## src/rtl/trigger_ctrl.sv

```systemverilog
// Push-button trigger controller: synchronises and debounces a press, fires one
// TRIGGER pulse into the register file, then times how long a0 takes to reach DONE_VAL.
module trigger_ctrl #(
  parameter int             WD         = 32,
  parameter int             DEB_CYCLES = 4,
  parameter int             CW         = 16,
  parameter logic [WD-1:0]  DONE_VAL   = 'hFF
) (
  input  logic          clk,
  input  logic          rst,
  input  logic          btn_raw,
  input  logic [WD-1:0] a0,
  output logic          trigger,
  output logic          busy,
  output logic          done,
  output logic          timeout,
  output logic [CW-1:0] latency,
  output logic [WD-1:0] a0_start
);

  localparam int             DCW     = $clog2(DEB_CYCLES + 1);
  localparam logic [DCW-1:0] DEB_MAX = DCW'(DEB_CYCLES);
  localparam logic [CW-1:0]  CNT_MAX = '1;

  typedef enum logic [2:0] {
    S_IDLE,
    S_DEBOUNCE,
    S_FIRE,
    S_WAIT,
    S_RELEASE
  } state_t;

  state_t          r_state;
  state_t          w_next;
  logic            r_sync1;
  logic            r_sync2;
  logic [DCW-1:0]  r_deb;
  logic [CW-1:0]   r_cnt;
  logic            r_armed;
  logic            r_done;
  logic            r_timeout;
  logic [CW-1:0]   r_latency;
  logic [WD-1:0]   r_a0_start;

  logic            w_btn_s;
  logic            w_hit;
  logic [CW-1:0]   w_cnt_inc;
  logic            w_complete;
  logic            w_sat;

  assign w_btn_s   = r_sync2;
  assign w_hit     = (a0 == DONE_VAL);
  assign w_cnt_inc = r_cnt + 1'b1;

  // r_armed is cleared at FIRE when a0 already sits at DONE_VAL, so completion
  // then needs a0 to leave DONE_VAL and come back.
  assign w_complete = (r_state == S_WAIT) && w_hit && r_armed;
  assign w_sat      = (r_state == S_WAIT) && !w_complete && (w_cnt_inc == CNT_MAX);

  always_comb begin
    w_next = r_state;
    case (r_state)
      S_IDLE:     if (w_btn_s) w_next = S_DEBOUNCE;
      S_DEBOUNCE: begin
        if (!w_btn_s)              w_next = S_IDLE;
        else if (r_deb == DEB_MAX) w_next = S_FIRE;
      end
      S_FIRE:     w_next = S_WAIT;
      S_WAIT:     if (w_complete || w_sat) w_next = S_RELEASE;
      S_RELEASE:  if (!w_btn_s) w_next = S_IDLE;
      default:    w_next = S_IDLE;
    endcase
  end

  always_ff @(posedge clk) begin
    if (rst) begin
      r_state    <= S_IDLE;
      r_sync1    <= 1'b0;
      r_sync2    <= 1'b0;
      r_deb      <= '0;
      r_cnt      <= '0;
      r_armed    <= 1'b0;
      r_done     <= 1'b0;
      r_timeout  <= 1'b0;
      r_latency  <= '0;
      r_a0_start <= '0;
    end else begin
      r_sync1   <= btn_raw;
      r_sync2   <= r_sync1;
      r_state   <= w_next;
      r_done    <= w_complete;
      r_timeout <= w_sat;
      case (r_state)
        S_IDLE:     r_deb <= w_btn_s ? DCW'(1) : '0;
        S_DEBOUNCE: begin
          if (!w_btn_s)              r_deb <= '0;
          else if (r_deb != DEB_MAX) r_deb <= r_deb + 1'b1;
        end
        S_FIRE: begin
          r_a0_start <= a0;
          r_cnt      <= '0;
          r_armed    <= !w_hit;
        end
        S_WAIT: begin
          if (!w_hit) r_armed <= 1'b1;
          // counter saturates at CNT_MAX instead of wrapping
          if (w_complete)  r_latency <= w_cnt_inc;
          else if (w_sat)  r_latency <= CNT_MAX;
          else             r_cnt     <= w_cnt_inc;
        end
        default: ;
      endcase
    end
  end

  assign trigger  = (r_state == S_FIRE);
  assign busy     = (r_state == S_FIRE) || (r_state == S_WAIT) || (r_state == S_RELEASE);
  assign done     = r_done;
  assign timeout  = r_timeout;
  assign latency  = r_latency;
  assign a0_start = r_a0_start;

endmodule
```

## config.mk

```make
export PLATFORM = sky130hd
export DESIGN_NAME = trigger_ctrl
export DESIGN_NICKNAME = d
export VERILOG_FILES = /design/src/rtl/trigger_ctrl.sv
export SDC_FILE = /design/constraint.sdc
export NUM_CORES = 1
export LEC_CHECK = 0
export ABC_AREA = 1
export CAP_MARGIN = 10
export CORE_MARGIN = 5
export CORE_UTILIZATION = 40
export CTS_BUF_LIST = sky130_fd_sc_hd__clkbuf_16
export DETAILED_ROUTE_END_ITERATION = 10
export PLACE_DENSITY_LB_ADDON = 0.15
export REMOVE_ABC_BUFFERS = 1
export SKIP_LAST_GASP = 1
export SYNTH_ARGS = -nofsm -noshare
export SYNTH_HDL_FRONTEND = slang
export SYNTH_SLANG_ARGS = --single-unit
```

## constraint.sdc

```tcl
create_clock -name clk -period 1.9 [get_ports clk]
set_clock_uncertainty 0.15 [all_clocks]
set_input_delay 0.38 -clock clk [delete_from_list [all_inputs] [get_ports clk]]
set_output_delay 0.38 -clock clk [all_outputs]
set_load 0.05 [all_outputs]
```

==> out/qor.txt <==
Setup Crit Path Kind = flip-flop to flip-flop
Hold Crit Class = primary input to flip-flop
Synth Area per Inst = 6.83 sq um
I/O Buffers = 86
GRT overflow = 0
Post-synth top area share = 0.418
Vias = 4047
Largest net degree at the start of global routing = 50
Count of different cell masters after synthesis = 28
Area added between synthesis and finish = 60.3%
Count of pins over their slew limit = 0
Initial antenna violation count = 0
TritonCTS clock tree = done
Synth area leader = dfxtp_1
Worst-case clock buffer depth = 2
First-pass GRT wire length = 18.6 mm
Area contributors post-synth = dfxtp_1 42%, nand2_1 11%, inv_1 9.2%
Htree depth = 3
Routability congestion estimate = 0.852
Clk slew on worst S/H paths = 0.06 ns
Adder and majority gate portion of the synthesized area = 0.0139
Initial DRC count = 222
Setup WS post-layout = -0.291 ns
Final setup vio count = 36
Failing checks = setup timing
Yosys synthesis warning count = 0
All-Layer GR Usage = 0.205
Vias in the first global route = 3973
Share of cells above drive strength 1 = 0.346
Place WS = -0.632 ns
Simple-Gate Fraction of Synth Area = 0.281
Placed Cells = 771
Placement-stage cell area = 4950 sq um
Most common cell on crit path = nand2_1
Worst-margin pin slew = 0.452 ns
# IOs = 87
Fin area = 5760 sq um
Root buf cell = clkbuf_16
Drc violations = 0
Xor and xnor area share after synthesis = 0.00244
Largest family of logic cells by synthesized area = simple AND/OR/NAND/NOR gates
Die Y-Extent = 105 um
Post-Route WL = 11.6 mm
Starting density of the core = 0.412
Leakage = 2.81 nW
Via density = 5.01
Pwr/cell area = 632 nW/um^2
DRT antenna net count = 0
Most frequent cells in the layout = 128 x buf_4, 86 x inv_1, 79 x nand2_1, 71 x dfxtp_1, 45 x nor2_1
Pre-Repair DR Iteration Count = 5
Nature of the critical path endpoint = flip-flop
Nature of the critical path startpoint = flip-flop
Post-synth ARST share = 0
Core Area = 8720 sq um
Number of synthesized flops with an enable pin = 0
Final hold violation count = 0
Fin nets = 733
Clk sinks = 75
Post-route minimum period = 2.19 ns
Num CTS Buffers = 9
Crit-path max FO = 5
Worst path slowest cell = dfxtp_2
#FFs+latches synth = 75
Total Die Area = 11000 sq um
Cell Rows = 34
Fin cells = 807
Worst stage delay on the critical path = 0.35 ns
Layout fillers = 715
Max-cap check violation count = 0
Drt wl/cell = 14.3 um
CP cell instances = ha_4, nand2_4, nor2_4, nand2_1, nand2_1, nand2_2, nor2_2, nand2_2, nor2_4, nand3_4, buf_6, nand3_4, nand2_1, a21oi_1
RSZ-0062 raised after global routing = yes
Post-Syn Area = 3590 sq um
# diodes = 0
Die width = 105 um
Detail Placement HPWL = 7.82 mm
Top_reg_cell synth = dfxtp_1
VDD IR max = 394 uV
Compound-cell area share of the yosys netlist = 0.165
Fmax = 0.456 GHz
Relative slew slack = 0.698
Run status = finished, violations left
Period utilization = 1.15
Hold WS = 0.193 ns
Synth Instances = 526
Insertion delay to the later sink of the worst-skew pair = 0.33 ns
CP Data Arrival Time = 2.29 ns
Post-synthesis mux area share = 0
Most common cell after layout, fill and taps aside = buf_4
CP Data Required Time = 2.00 ns
Sequential fraction of the synthesis area = 0.418
[cell type report]
class	instances	area, sq um	share of cell area
Multi-Input combinational cell	343	1990	0.345
Sequential cell	75	1510	0.262
Timing Repair Buffer	174	1470	0.255
Inverter	91	342	0.0593
Clock buffer	9	225	0.0391
Tap cell	108	135	0.0235
Clock inverter	7	92.6	0.0161
[kinds of logic (layout without fill, tap and decap cells)]
kind of cell	Yosys count	count (layout)
AO/OA/AOI/OAI	111	111
XOR/XNOR	1	1
flip-flops	75	75
buffers and inverters	111	281
adder cells (fa/ha/maj)	4	4
AND/OR/NAND/NOR	224	227
[what timing repair did]
| action | 4_1_cts | 5_1_grt |
|---|---|---|
| pin swaps | 23 | 13 |
| setup buffers | 12 | 3 |
| hold buffers | 0 | 0 |
| resized for setup | 70 | 43 |
| gates cloned | 5 | 0 |
| endpoints found under the setup margin | 38 | 38 |
[sequential cells by signal, indices dropped and copies added (netlist names)]
signal,count
a0_start,32
done,1
latency,16
r_armed,1
r_cnt,16
r_deb,3
r_state,3
r_sync1,1
r_sync2,1
timeout,1
[critical path, delay by kind of cell (launching register included)]
kind,cells,cell delay (ns)
DFF,1,0.35
buffers and inverters,1,0.16
and+or+nand+nor,11,1.04
adders and majority gates,1,0.19
AOI/OAI and AO/OA,1,0.20
[synth_stat cells, drive strengths merged (10+ instances only)]
library cell,instances
clkbuf,16
o21ai,53
nand3,21
nand2,106
inv,89
nand4,21
nor2,72
o21bai,10
a21oi,42
dfxtp,75
[where the power goes]
part | switching [mW] | leakage (nW) | internal (mW) | total (mW)
registers | 0.00323 | 0.607 | 1.58 | 1.58
clock network | 0.694 | 0.153 | 1.15 | 1.84
logic | 0.0992 | 2.05 | 0.116 | 0.215
total | 0.797 | 2.81 | 2.84 | 3.64
[layer usage]
layer / up-vias / global-route usage / share of wire
met5: - / 0 / 0
met4: 0 / 0.0913 / 0.029
met3: 30 / 0.0549 / 0.070
met2: 131 / 0.337 / 0.48
met1: 1867 / 0.250 / 0.42
li1: 2019 / - / -
[stage by stage]
| step | TNS (ns) | power (mW) | util |
|---|---|---|---|
| after floorplan | -58.30 | 1.68 | - |
| after global placement | -16.27 | 1.82 | 0.567 |
| after detailed placement | -17.49 | 1.82 | 0.567 |
| after CTS | -4.73 | 3.66 | 0.644 |
| after global routing | -9.82 | 3.75 | 0.660 |
| final | -6.16 | 3.64 | 0.660 |
[final timing paths]
| path | cells after the start | from | slack [ns] | to |
|---|---|---|---|---|
| worst max-delay path | 14 | r_cnt[0] | -0.29 | r_cnt[5] |
| worst min-delay path | 3 | a0[25] | 0.19 | a0_start[25] |
| worst max register to register | 14 | r_cnt[0] | -0.29 | r_cnt[5] |
| worst min register to register | 2 | r_sync1 | 0.25 | r_sync2 |
No activity file was read; power rests on OpenSTA's default activity.
